[config.mk]
export PLATFORM = sky130hd
export DESIGN_NAME = n_term_ram_io_param
export DESIGN_NICKNAME = d
export VERILOG_FILES = /design/src/rtl/n_term_ram_io_param.sv
export SDC_FILE = /design/constraint.sdc
export NUM_CORES = 1
export LEC_CHECK = 0
export BUFFER_PORTS_ARGS = -buffer_cell sky130_fd_sc_hd__buf_2
export CAP_MARGIN = 10
export CORE_UTILIZATION = 35
export DETAILED_ROUTE_END_ITERATION = 12
export PLACE_DENSITY = 0.67
export SLEW_MARGIN = 20
export SYNTH_ARGS = -nofsm -noshare
export SYNTH_HDL_FRONTEND = slang
export SYNTH_SLANG_ARGS = --single-unit
[constraint.sdc]
create_clock -name UserCLK -period 2.5 [get_ports UserCLK]
set_input_delay 0.375 -clock UserCLK [delete_from_list [all_inputs] [get_ports UserCLK]]
set_output_delay 0.375 -clock UserCLK [all_outputs]
set_load 0.005 [all_outputs]
[src/rtl/n_term_ram_io_param.sv]
`default_nettype none
// ============================================================================
// Module  : n_term_ram_io_param
// Brief   : North terminal tile for the RAM IO column. Loops N wire groups
//           back south (direct, registered or LFSR test pattern) and forwards
//           FrameStrobe / UserCLK to the neighbouring tile.
// Revision: 1.0  initial release
// ============================================================================
module n_term_ram_io_param #(
    parameter int MaxFramesPerCol = 20,
    parameter int FrameBitsPerRow = 32,
    parameter int N1_WIDTH        = 4,
    parameter int N2_WIDTH        = 8,
    parameter int N4_WIDTH        = 16,
    parameter int CFG_FRAME       = 0,
    parameter int NoConfigBits    = 5
) (
    input  logic                       UserCLK,
    input  logic                       Reset,
    input  logic [N1_WIDTH-1:0]        N1END,
    input  logic [N2_WIDTH-1:0]        N2MID,
    input  logic [N2_WIDTH-1:0]        N2END,
    input  logic [N4_WIDTH-1:0]        N4END,
    output logic [N1_WIDTH-1:0]        S1BEG,
    output logic [N2_WIDTH-1:0]        S2BEG,
    output logic [N2_WIDTH-1:0]        S2BEGb,
    output logic [N4_WIDTH-1:0]        S4BEG,
    input  logic [FrameBitsPerRow-1:0] FrameData,
    input  logic [MaxFramesPerCol-1:0] FrameStrobe,
    output logic [MaxFramesPerCol-1:0] FrameStrobe_O,
    output logic                       UserCLKo,
    output logic [NoConfigBits-1:0]    ConfigBits_O
);

    localparam logic [15:0] C_LFSR_SEED = 16'hACE1;

    logic [NoConfigBits-1:0] cfg_q,  cfg_d;
    logic [15:0]             lfsr_q, lfsr_d;
    logic [N1_WIDTH-1:0]     n1_q,   n1_d;
    logic [N2_WIDTH-1:0]     n2m_q,  n2m_d;
    logic [N2_WIDTH-1:0]     n2e_q,  n2e_d;
    logic [N4_WIDTH-1:0]     n4_q,   n4_d;
    logic                    pat_en;
    logic                    lfsr_fb;
    logic                    unused_frame_bits;

    assign pat_en            = cfg_q[4];
    assign unused_frame_bits = ^FrameData[FrameBitsPerRow-1:NoConfigBits];

    always_comb begin
        cfg_d = cfg_q;
        if (FrameStrobe[CFG_FRAME]) begin
            cfg_d = FrameData[NoConfigBits-1:0];
        end
        // pipeline flops capture unconditionally so a mode switch shows last cycle's input
        n1_d    = N1END;
        n2m_d   = N2MID;
        n2e_d   = N2END;
        n4_d    = N4END;
        lfsr_fb = lfsr_q[15] ^ lfsr_q[13] ^ lfsr_q[12] ^ lfsr_q[10];
        lfsr_d  = pat_en ? {lfsr_q[14:0], lfsr_fb} : C_LFSR_SEED;
    end

    always_ff @(posedge UserCLK or posedge Reset) begin
        if (Reset) begin
            cfg_q  <= '0;
            lfsr_q <= C_LFSR_SEED;
            n1_q   <= '0;
            n2m_q  <= '0;
            n2e_q  <= '0;
            n4_q   <= '0;
        end else begin
            cfg_q  <= cfg_d;
            lfsr_q <= lfsr_d;
            n1_q   <= n1_d;
            n2m_q  <= n2m_d;
            n2e_q  <= n2e_d;
            n4_q   <= n4_d;
        end
    end

    // Output select per bit: pattern beats registered beats pass-through
    generate
        for (genvar i = 0; i < N1_WIDTH; i++) begin : g_s1
            assign S1BEG[i] = pat_en ? lfsr_q[i % 16] : (cfg_q[0] ? n1_q[i] : N1END[i]);
        end
        for (genvar i = 0; i < N2_WIDTH; i++) begin : g_s2
            assign S2BEG[i]  = pat_en ? lfsr_q[i % 16] : (cfg_q[1] ? n2m_q[i] : N2MID[i]);
            assign S2BEGb[i] = pat_en ? lfsr_q[i % 16] : (cfg_q[2] ? n2e_q[i] : N2END[i]);
        end
        for (genvar i = 0; i < N4_WIDTH; i++) begin : g_s4
            assign S4BEG[i] = pat_en ? lfsr_q[i % 16] : (cfg_q[3] ? n4_q[i] : N4END[i]);
        end
        for (genvar i = 0; i < MaxFramesPerCol; i++) begin : g_fs_buf
            assign FrameStrobe_O[i] = FrameStrobe[i];
        end
    endgenerate

    assign UserCLKo     = UserCLK;
    assign ConfigBits_O = cfg_q;

endmodule
`default_nettype wire
==> results.md, run 1 <==
* Cell row count at 30
* Max IR drop VDD at 0.415 mV
* Seq/Total Area, Yosys at 55.8%
* Slew margin rel. at 50.4%
* Area grow syn2layout at 22.1%
* Via count at 1788
* Yosys reg bits at 57
* GRT Resource Usage Total at 15.1%
* Post-DP Area at 0.00292 sq mm
* Simple-Gate Fraction of Synth Area at 16.3%
* Max Slew Vio Count at 0
* Crit end category: output port
* Die height at 87.8 um
* Initial Util at 37.1%
* Hpwl dp at 3820 um
* Count of cell types in the netlist at 24
* Die area at 0.00771 sq mm
* Syn Inst Count at 223
* Final Setup Violations at 0
* Initial antenna violation count at 0
* Number of global-route vias before repair at 1760
* Unrepaired setup endpoints after global routing: false
* Critical path class: reg -> out
* Nets at 388
* Complex-gate fraction of the synthesized area at 10.8%
* Most frequent cells in the layout: 86 x buf_2, 48 x dfrtp_1, 30 x nor2b_1
* F_max at 432 MHz
* Worst skew pair latency at 0.43 ns
* Largest family of logic cells by synthesized area: simple AND/OR/NAND/NOR gates
* Post-CTS sizing at 0
* Total I/O pin count at 152
* Finished Core Util at 45.3%
* DIE WIDTH at 87.8 um
* PnR worst setup slack at 0.187 ns
* First-pass GRT wire length at 8380 um
* Clock slew at reported path FFs at 0.06 ns
* Post-CTS Setup Bufs at 0
* PwrDens at 765 mW/mm^2
* Hold bufs inserted after CTS at 0
* HP Class: in -> reg
* Largest net degree at the start of global routing at 37
* DRT iter0 DRCs at 59
* CP max stage delay at 0.73 ns
* Design area at 0.00315 sq mm
* Leading cell type in the layout, fill and taps excluded: buf_2
* Minimum hold slack at 0.0558 ns
* Fin crit share at 92.5%
* Data required, critical path at 2.12 ns
* Post-Synth Adder-Cell Area at 0%
* Final ANT Viol Nets at 0
* Worst EP arrival at 1.94 ns
* P_leak at 1.47 nW
* Tot Pwr at 2.41 mW
* Final setup TNS at 0 ns
* CTS tree: done
* Tmin final at 2.31 ns
* Post-detailed-routing wire length at 5380 um
* Worst slack, placed at 0.603 ns
* Final count of hold timing violations at 0
* Gpl congestion at 0.731
* Final non-filler cell total at 399
* Outcome: finished, final reports clean
* Number of iterations in the first detailed-routing pass at 4
* Clk_skew at 0.00327 ns
* ANT cells at 0
* CP cell instances: buf_4 > buf_4 > nand2b_1 > o21a_1 > buf_2
* Drt drc at 0
* Total of warnings raised by yosys at 0
* Crit-path slowest cell: dfrtp_2
* Synthesized net count at 313
* Core area at 0.00694 sq mm
* Wirelength per Cell at 13.5 um
* Synth Area in XOR/XNOR at 1.02%
* Cell area after synthesis at 0.00258 sq mm
* Worst-margin pin slew at 0.742 ns
* CP startpoint kind: flip-flop
* Placed insts at 380
* Port buffer count at 86
* Crit path max fanout at 33
* Via density at 4.48
* Average size of a mapped cell at 11.6 sq um
* Multiplexer share of the synthesized area at 5.49%
* Max-cap violations at 0
* Most frequent CP cell: buf_4
* Global route overflow at 0
* Share of post-route cells with drive strength above 1 at 43.6%
==> final timing paths <==
path                                              from  slack, ns  cells after the start                    to
max                        ConfigBits_O[4]$_DFFE_PP0P_       0.19                      5             S4BEG[14]
min in group asynchronous                        Reset       0.07                      2    n4_q[13]$_DFF_PP0_
min reg2reg                       lfsr_q[14]$_DFF_PP0_       0.47                      1  lfsr_q[15]$_DFF_PP1_
max reg2reg                ConfigBits_O[4]$_DFFE_PP0P_       1.13                      3  lfsr_q[15]$_DFF_PP1_
min                                           N1END[3]       0.06                      1     n1_q[3]$_DFF_PP0_
max in group asynchronous                        Reset       1.78                      3    n2m_q[5]$_DFF_PP0_
==> state kept, by name, indices dropped and copies added (netlist names) <==
register / count
lfsr_q: 16
ConfigBits_O: 5
n1_q: 4
n2e_q: 8
n2m_q: 8
n4_q: 16
==> area by class of cell <==
class,instances,area [sq um]
inverters,4,15.0
flip-flops and latches,57,1440
well taps,96,120
clock inverters,3,15.0
multi-input cells,130,866
clock buffers,17,215
fillers,677,3800
repair buffers,92,478
==> cell families after synthesis <==
family | Yosys count
compound gates | 36
simple gates | 78
buf+inv | 36
flops | 57
xor+xnor | 3
mux | 13
==> critical path: cells and delay by family (launching register included) <==
kind                   cells  cell delay (ns)
AO/OA/AOI/OAI              1             0.10
AND/OR/NAND/NOR            1             0.08
flip-flops                 1             0.73
buffers and inverters      3             0.60
==> power breakdown <==
group          switching, mW  internal, mW  leakage [nW]
Combinational          0.207         0.217         0.684
Clock                  0.368         0.548         0.125
Sequential            0.0599          1.01         0.664
Total                  0.635          1.77          1.47
==> layer usage <==
layer | share of wire, % | wire (um) | global-route usage [%] | vias up
met2 | 46 | 2490 | 22.1 | 64
met1 | 44 | 2370 | 17.6 | 834
li1 | - | - | - | 870
met3 | 6.5 | 351 | 7.82 | 20
met4 | 3.1 | 169 | 8.79 | 0
met5 | 0 | 0 | 0 | -
==> cell usage after synthesis <==
cell type	number	area share, %
a211oi_1	26	7.6
a211oi_2	2	0.97
and2_1	8	1.9
and2b_1	6	1.7
buf_12	1	0.78
buf_2	2	0.39
buf_4	25	7.3
buf_6	2	0.87
buf_8	1	0.58
clkbuf_1	1	0.15
dfrtp_1	49	48
dfstp_2	8	8.2
inv_1	4	0.58
mux2_2	9	3.9
mux2i_1	4	1.6
nand2_1	2	0.29
nand2b_1	4	0.97
nor2_1	28	4.1
nor2b_1	30	7.3
o21a_1	4	1.2
o21ai_0	1	0.19
o21bai_1	3	0.87
xnor2_1	1	0.34
xor2_1	2	0.68
(Power assumes the default switching activity.)
==> run 2, diff against run 1 <==
ABC_AREA = 1   (was unset)
PLACE_DENSITY = 0.68   (was 0.67)
==> run 2 against run 1 <==
Compared with the run above: sequential power fell by 5%; highest routed layer unchanged; via count rose by 10%; sequential share of layout area rose by 2.3 points; hold slack got worse by 0.044 ns; die area fell by 5.6%; global-route usage rose by 2.4 points; clock power rose by 7.6%; clock-buffer cell count did not move; combinational power fell by 16%; cell count rose by 3.5%.
==> results.md, run 2 <==
* Worst slack, placed at 0.773 ns (+0.170 ns)
* Initial antenna violation count at 0 (unchanged)
* Area of the multi-input gates at 691 sq um (-20%)
* Count of cell types in the netlist at 16 (-33%)
* Slew margin rel. at 60.4% (+10 points)
* PnR worst setup slack at 0.357 ns (+0.170 ns)
* Wirelength per Cell at 14.3 um (+6.0%)
* Global route overflow at 0 (unchanged)
* Max-cap violations at 0 (unchanged)
* Most area-consuming cells after synthesis: dfrtp_1 50%, o21ai_0 11%, dfstp_2 8.7%
* Cell row count at 29 (-3.3%)
* ANT cells at 0 (unchanged)
* Syn Inst Count at 257 (+15%)
* Max IR drop VDD at 0.540 mV (+30%)
* Via density at 4.77 (+6.6%)
* Origin of the worst setup path: ConfigBits_O[4]$_DFFE_PP0P_
* CP cell instances: inv_2 > o21ai_0 > o21ai_1 > buf_2
* PwrDens at 791 mW/mm^2 (+3.4%)
* Worst skew pair latency at 0.43 ns (about the same)
* Tot Pwr at 2.37 mW (-1.7%)
* Yosys reg bits at 57 (unchanged)
* Synth top cells by count: 55 x o21ai_0, 49 x dfrtp_1, 37 x nand2_1, 32 x nor2_1, 24 x buf_4
* Hold bufs inserted after CTS at 0 (unchanged)
* Clock slew at reported path FFs at 0.06 ns (about the same)
* Seq/Total Area, Yosys at 59.1% (+3.4 points)
* Critical path class: reg -> out
* Largest net degree at the start of global routing at 39 (+5.4%)
* CP max stage delay at 0.42 ns (-0.31 ns)
* Most frequent cells in the layout: 86 x buf_2, 55 x o21ai_0, 49 x dfrtp_1
* CP startpoint kind: flip-flop
* Count leader, synth: o21ai_0
* Gpl congestion at 0.746 (+2.1%)
* Final Setup Violations at 0 (unchanged)
* Bufs and invs on worst path at 2 (-1)
* Worst EP arrival at 1.77 ns (-0.17 ns)
* Top delay family on crit path: buffers and inverters
* F_max at 467 MHz (+8.0%)
* Die area at 0.00728 sq mm (-5.6%)
* Number of global-route vias before repair at 1857 (+5.5%)
* Area grow syn2layout at 23.2%
* Final count of hold timing violations at 0 (unchanged)
* HP Class: in -> async
* Synth top area share at 50.5% (+2.9 points)
* CTS tree: done
* Critical R2R Capture: ConfigBits_O[4]$_DFFE_PP0P_
* Final ANT Viol Nets at 0 (unchanged)
* Tmin final at 2.14 ns (-0.170 ns)
* Number of iterations in the first detailed-routing pass at 4 (unchanged)
* Nets at 421 (+8.5%)
* Clk_skew at 0.00506 ns (+0.00179 ns)
* Storage element area at 0.00144 sq mm (about the same)
* Worst-margin pin slew at 0.593 ns (-0.149 ns)
* DRT iter0 DRCs at 104 (+76%)
* Total I/O pin count at 152 (unchanged)
* DIE WIDTH at 85.3 um (-2.8%)
* Max Slew Vio Count at 0 (unchanged)
* Hpwl dp at 4000 um (+4.8%)
* CP endpoint: S4BEG[7]
* Cell area after synthesis at 0.00243 sq mm (-5.7%)
* Outcome: finished, final reports clean
* Fill cell count at 652 (-3.7%)
* Die height at 85.3 um (-2.8%)
* Crit path max fanout at 38 (+15%)
* Leading cell type in the layout, fill and taps excluded: buf_2
* P_leak at 1.54 nW (+4.8%)
* Area leader, netlist: dfrtp_1
* Regs by FF count: lfsr_q x16, n4_q x16
* Drt drc at 0 (unchanged)
* Post-CTS Setup Bufs at 0 (unchanged)
* Reg2Reg Depth at 2 (-1)
* Average size of a mapped cell at 9.45 sq um (-18%)
* GRT Resource Usage Total at 17.4% (+2.4 points)
* Unrepaired setup endpoints after global routing: false
* Fin crit share at 85.7% (-6.8 points)
* Post-synth ARST share at 100% (unchanged)
* Reg2reg start: ConfigBits_O[4]$_DFFE_PP0P_
* Total of warnings raised by yosys at 0 (unchanged)
* Synthesized net count at 347 (+11%)
* Number of synthesized flops with an enable pin at 0 (unchanged)
* Data required, critical path at 2.12 ns (about the same)
* Crit end category: output port
* Ys flop type: dfrtp_1
* Crit-path slowest cell: inv_2
* Share of post-route cells with drive strength above 1 at 35.7% (-7.9 points)
* Via count at 1972 (+10%)
* Initial Util at 37.2% (+0.085 points)
* CP Depth at 4 (-1)
* Core area at 0.00653 sq mm (-5.9%)
* Port buffer count at 86 (unchanged)
* Post-CTS sizing at 0 (unchanged)
* Worst R2R Setup Slack at 1.42 ns (+0.29 ns)
* First-pass GRT wire length at 9390 um (+12%)
* Final setup TNS at 0 ns (unchanged)
* Post-detailed-routing wire length at 5900 um (+9.7%)
-- run 2: changes by cell type in the layout (fill, tap and decap cells not counted), moves of 6 or more --
| cell | before | now |
|---|---|---|
| a211oi_1 | 26 | 0 |
| inv_1 | 3 | 13 |
| a21oi_1 | 0 | 6 |
| mux2_2 | 9 | 0 |
| nand2_1 | 2 | 37 |
| nor2b_1 | 30 | 0 |
| and2b_1 | 6 | 0 |
| o21ai_0 | 1 | 55 |
| and2_1 | 8 | 0 |
| o21ai_1 | 0 | 12 |
-- run 2: cells by family after synthesis --
kind of cell | share of synthesized area, %
AOI/OAI and AO/OA | 16.3
and+or+nand+nor | 12.2
DFF | 59.1
buffers and inverters | 12.4
-- run 2: where the power goes --
group	switching (mW)	total (mW)	internal, mW
logic	0.209	0.358	0.149
clock network	0.362	0.986	0.624
registers	0.0310	1.02	0.991
total	0.602	2.37	1.76
-- run 2: how the worst min path moves through the flow --
| stage | slack [ns] | start | endpoint |
|---|---|---|---|
| floorplan | 0.41 | N1END[0] | n1_q[0]$_DFF_PP0_ |
| global placement | 0.44 | lfsr_q[14]$_DFF_PP0_ | lfsr_q[15]$_DFF_PP1_ |
| detailed placement | 0.44 | lfsr_q[9]$_DFF_PP0_ | lfsr_q[10]$_DFF_PP1_ |
| CTS | 0.01 | Reset | n4_q[4]$_DFF_PP0_ |
| global route | 0.03 | N2MID[4] | n2m_q[4]$_DFF_PP0_ |
| finish | 0.01 | Reset | n4_q[4]$_DFF_PP0_ |
-- run 2: layout make-up --
class	count	share of cell area [%]
flip-flops and latches	57	48.0
well taps	77	3.22
clock buffers	17	6.86
repair buffers	89	15.2
clock inverters	3	1.34
multi-input cells	152	23.1
inverters	18	2.26
-- run 2: metrics by stage --
| stage | cells | hold WS (ns) | instance area, sq um | util (%) |
|---|---|---|---|---|
| finish | 413 | 0.0121 | 2990 | 45.8 |
| global placement | 394 | 0.438 | 2750 | 42.1 |
| CTS | 413 | 0.0126 | 2990 | 45.8 |
| floorplan | 257 | 0.406 | 2430 | - |
| global route | 413 | 0.0279 | 2990 | 45.8 |
| detailed placement | 394 | 0.444 | 2750 | 42.1 |
-- run 2: per-layer routing --
layer	GRT usage, %	share of wire, %
met5	0	0
met4	6.21	1.3
met2	27.5	47
met1	22.4	45
met3	5.93	6.2
==> run 3, diff against run 2 <==
clock period = 2.4 ns   (was 2.5 ns; I/O delays follow)
==> run 3 against run 2 <==
Compared with the run above: wire length rose by 1.2%; clock-buffer cell count fell by 2; critical path depth did not move; sequential share of layout area fell by 0.12 points; largest power group unchanged.
==> results.md, run 3 (synthesized netlist as in run 2, its figures left out) <==
* Post-CTS sizing at 0 (unchanged)
* Global route overflow at 0 (unchanged)
* Slew margin rel. at 62.9% (+2.5 points)
* Fin crit share at 88.2%
* Post-CTS Setup Bufs at 0 (unchanged)
* Reg2Reg Depth at 2 (unchanged)
* HP Class: in -> reg
* Post-DP Area at 0.00275 sq mm (unchanged)
* PnR worst setup slack at 0.283 ns (-0.0741 ns)
* Number of iterations in the first detailed-routing pass at 4 (unchanged)
* Max Slew Vio Count at 0 (unchanged)
* Regs by FF count: lfsr_q x16, n4_q x16
* Via count at 2001 (+1.5%)
* Final ANT Viol Nets at 0 (unchanged)
* Worst-margin pin slew at 0.555 ns (-0.0378 ns)
* P_leak at 1.54 nW (-0.25%)
* Gpl congestion at 0.755 (+1.2%)
* Critical path class: reg -> out
* Max-cap violations at 0 (unchanged)
* Crit end category: output port
* Data required, critical path at 2.04 ns (-0.08 ns)
* Sw Share at 26.4% (+0.99 points)
* Nets at 422 (+0.24%)
* Area grow syn2layout at 23.5%
* Initial antenna violation count at 0 (unchanged)
* CP max stage delay at 0.42 ns (about the same)
* Design area at 0.00300 sq mm (+0.25%)
* Worst skew pair latency at 0.43 ns (about the same)
* Drt drc at 0 (unchanged)
* Final Setup Violations at 0 (unchanged)
* Share of post-route cells with drive strength above 1 at 35.9% (+0.19 points)
* Hold bufs inserted after CTS at 1 (+1)
* Port buffer count at 86 (unchanged)
* Total I/O pin count at 152 (unchanged)
* ANT cells at 0 (unchanged)
* CP cell instances: inv_2 > o21ai_0 > o21ai_0 > buf_2
* Crit-path slowest cell: inv_2
* Tmin final at 2.12 ns
* Hpwl dp at 4070 um (+1.6%)
* Number of global-route vias before repair at 1882 (+1.3%)
* Unrepaired setup endpoints after global routing: false
* Final setup TNS at 0 ns (unchanged)
* Initial Util at 37.2% (unchanged)
* Crit path max fanout at 38 (unchanged)
* Worst EP arrival at 1.76 ns (about the same)
* Core area at 0.00653 sq mm (unchanged)
* CTS tree: done
* Clock slew at reported path FFs at 0.07 ns (about the same)
* Most frequent CP cell: o21ai_0
* Largest net degree at the start of global routing at 39 (unchanged)
* Die height at 85.3 um (unchanged)
* Final count of hold timing violations at 0 (unchanged)
* PwrDens at 820 mW/mm^2 (+3.7%)
* Most frequent cells in the layout: 86 x buf_2, 55 x o21ai_0, 49 x dfrtp_1
* Tot Pwr at 2.46 mW (+3.9%)
* Cell row count at 29 (unchanged)
* DIE WIDTH at 85.3 um (unchanged)
* F_max at 472 MHz
* Internal at 1.81 mW (+2.5%)
* Clk_skew at 0.00698 ns (+0.00192 ns)
* CP startpoint kind: flip-flop
* Flop pwr share at 43.3% (about the same)
* P_sw at 0.650 mW (+8.0%)
* GRT Resource Usage Total at 17.4% (-0.035 points)
* Wirelength per Cell at 14.4 um (+0.94%)
* Outcome: finished, final reports clean
* First-pass GRT wire length at 9430 um (+0.45%)
* Hold depth at 1
* Die area at 0.00728 sq mm (unchanged)
* Post-detailed-routing wire length at 5970 um (+1.2%)
* Clock Power Share at 41.5% (-0.2 points)
* Minimum hold slack at 0.0426 ns (+0.0305 ns)
* Max IR drop VDD at 0.384 mV (-29%)
* Leading cell type in the layout, fill and taps excluded: buf_2
* Via density at 4.83 (+1.2%)
* Share of total power in combinational logic at 15.2% (about the same)
* Worst slack, placed at 0.726 ns (-0.0470 ns)
* DRT iter0 DRCs at 94 (-9.6%)
[run 3: power groups by stage]
stage	Clock (mW)	Combinational (mW)	Sequential, mW
3_5_place_dp	0.0181	0.378	1.08
6_report	1.02	0.375	1.06
5_1_grt	1.10	0.429	1.07
3_3_place_gp	0.0181	0.371	1.08
2_1_floorplan	0.0270	0.231	1.08
4_1_cts	1.05	0.380	1.06
[run 3: per-layer routing]
metal / vias up / part of all wire [%] / GRT usage [%]
li1: 961 / - / -
met1: 944 / 46 / 22.9
met2: 84 / 47 / 27.3
met3: 12 / 6.0 / 4.67
met4: 0 / 1.6 / 7.12
met5: - / 0 / 0
[run 3: critical path, delay by kind of cell, from the launching register on]
family          cells  cell delay, ns
buf+inv             2            0.57
flops               1            0.38
compound gates      2            0.38
[run 3: final cells by class]
class / count / area, sq um
clock buffer: 15 / 188
multi-input combinational: 152 / 691
timing repair buffer: 90 / 465
tap: 77 / 96.3
clock inverter: 5 / 55.1
sequential: 57 / 1440
inverter: 18 / 67.6
fill: 652 / 3530
[run 3: path summary, 6_finish.rpt]
path / from / end / slack [ns]
min: N2MID[4] / n2m_q[4]$_DFF_PP0_ / 0.04
max in group asynchronous: Reset / lfsr_q[10]$_DFF_PP1_ / 1.33
max: ConfigBits_O[4]$_DFFE_PP0P_ / S1BEG[3] / 0.28
max reg2reg: ConfigBits_O[4]$_DFFE_PP0P_ / ConfigBits_O[4]$_DFFE_PP0P_ / 1.30
min reg2reg: lfsr_q[14]$_DFF_PP0_ / lfsr_q[15]$_DFF_PP1_ / 0.46
min in group asynchronous: Reset / n2e_q[0]$_DFF_PP0_ / 0.41
[run 3: stage by stage]
stage	utilization, %	cells
6_report	45.9	414
5_1_grt	45.9	414
4_1_cts	45.9	414
3_5_place_dp	42.1	394
3_3_place_gp	42.1	394
2_1_floorplan	-	257
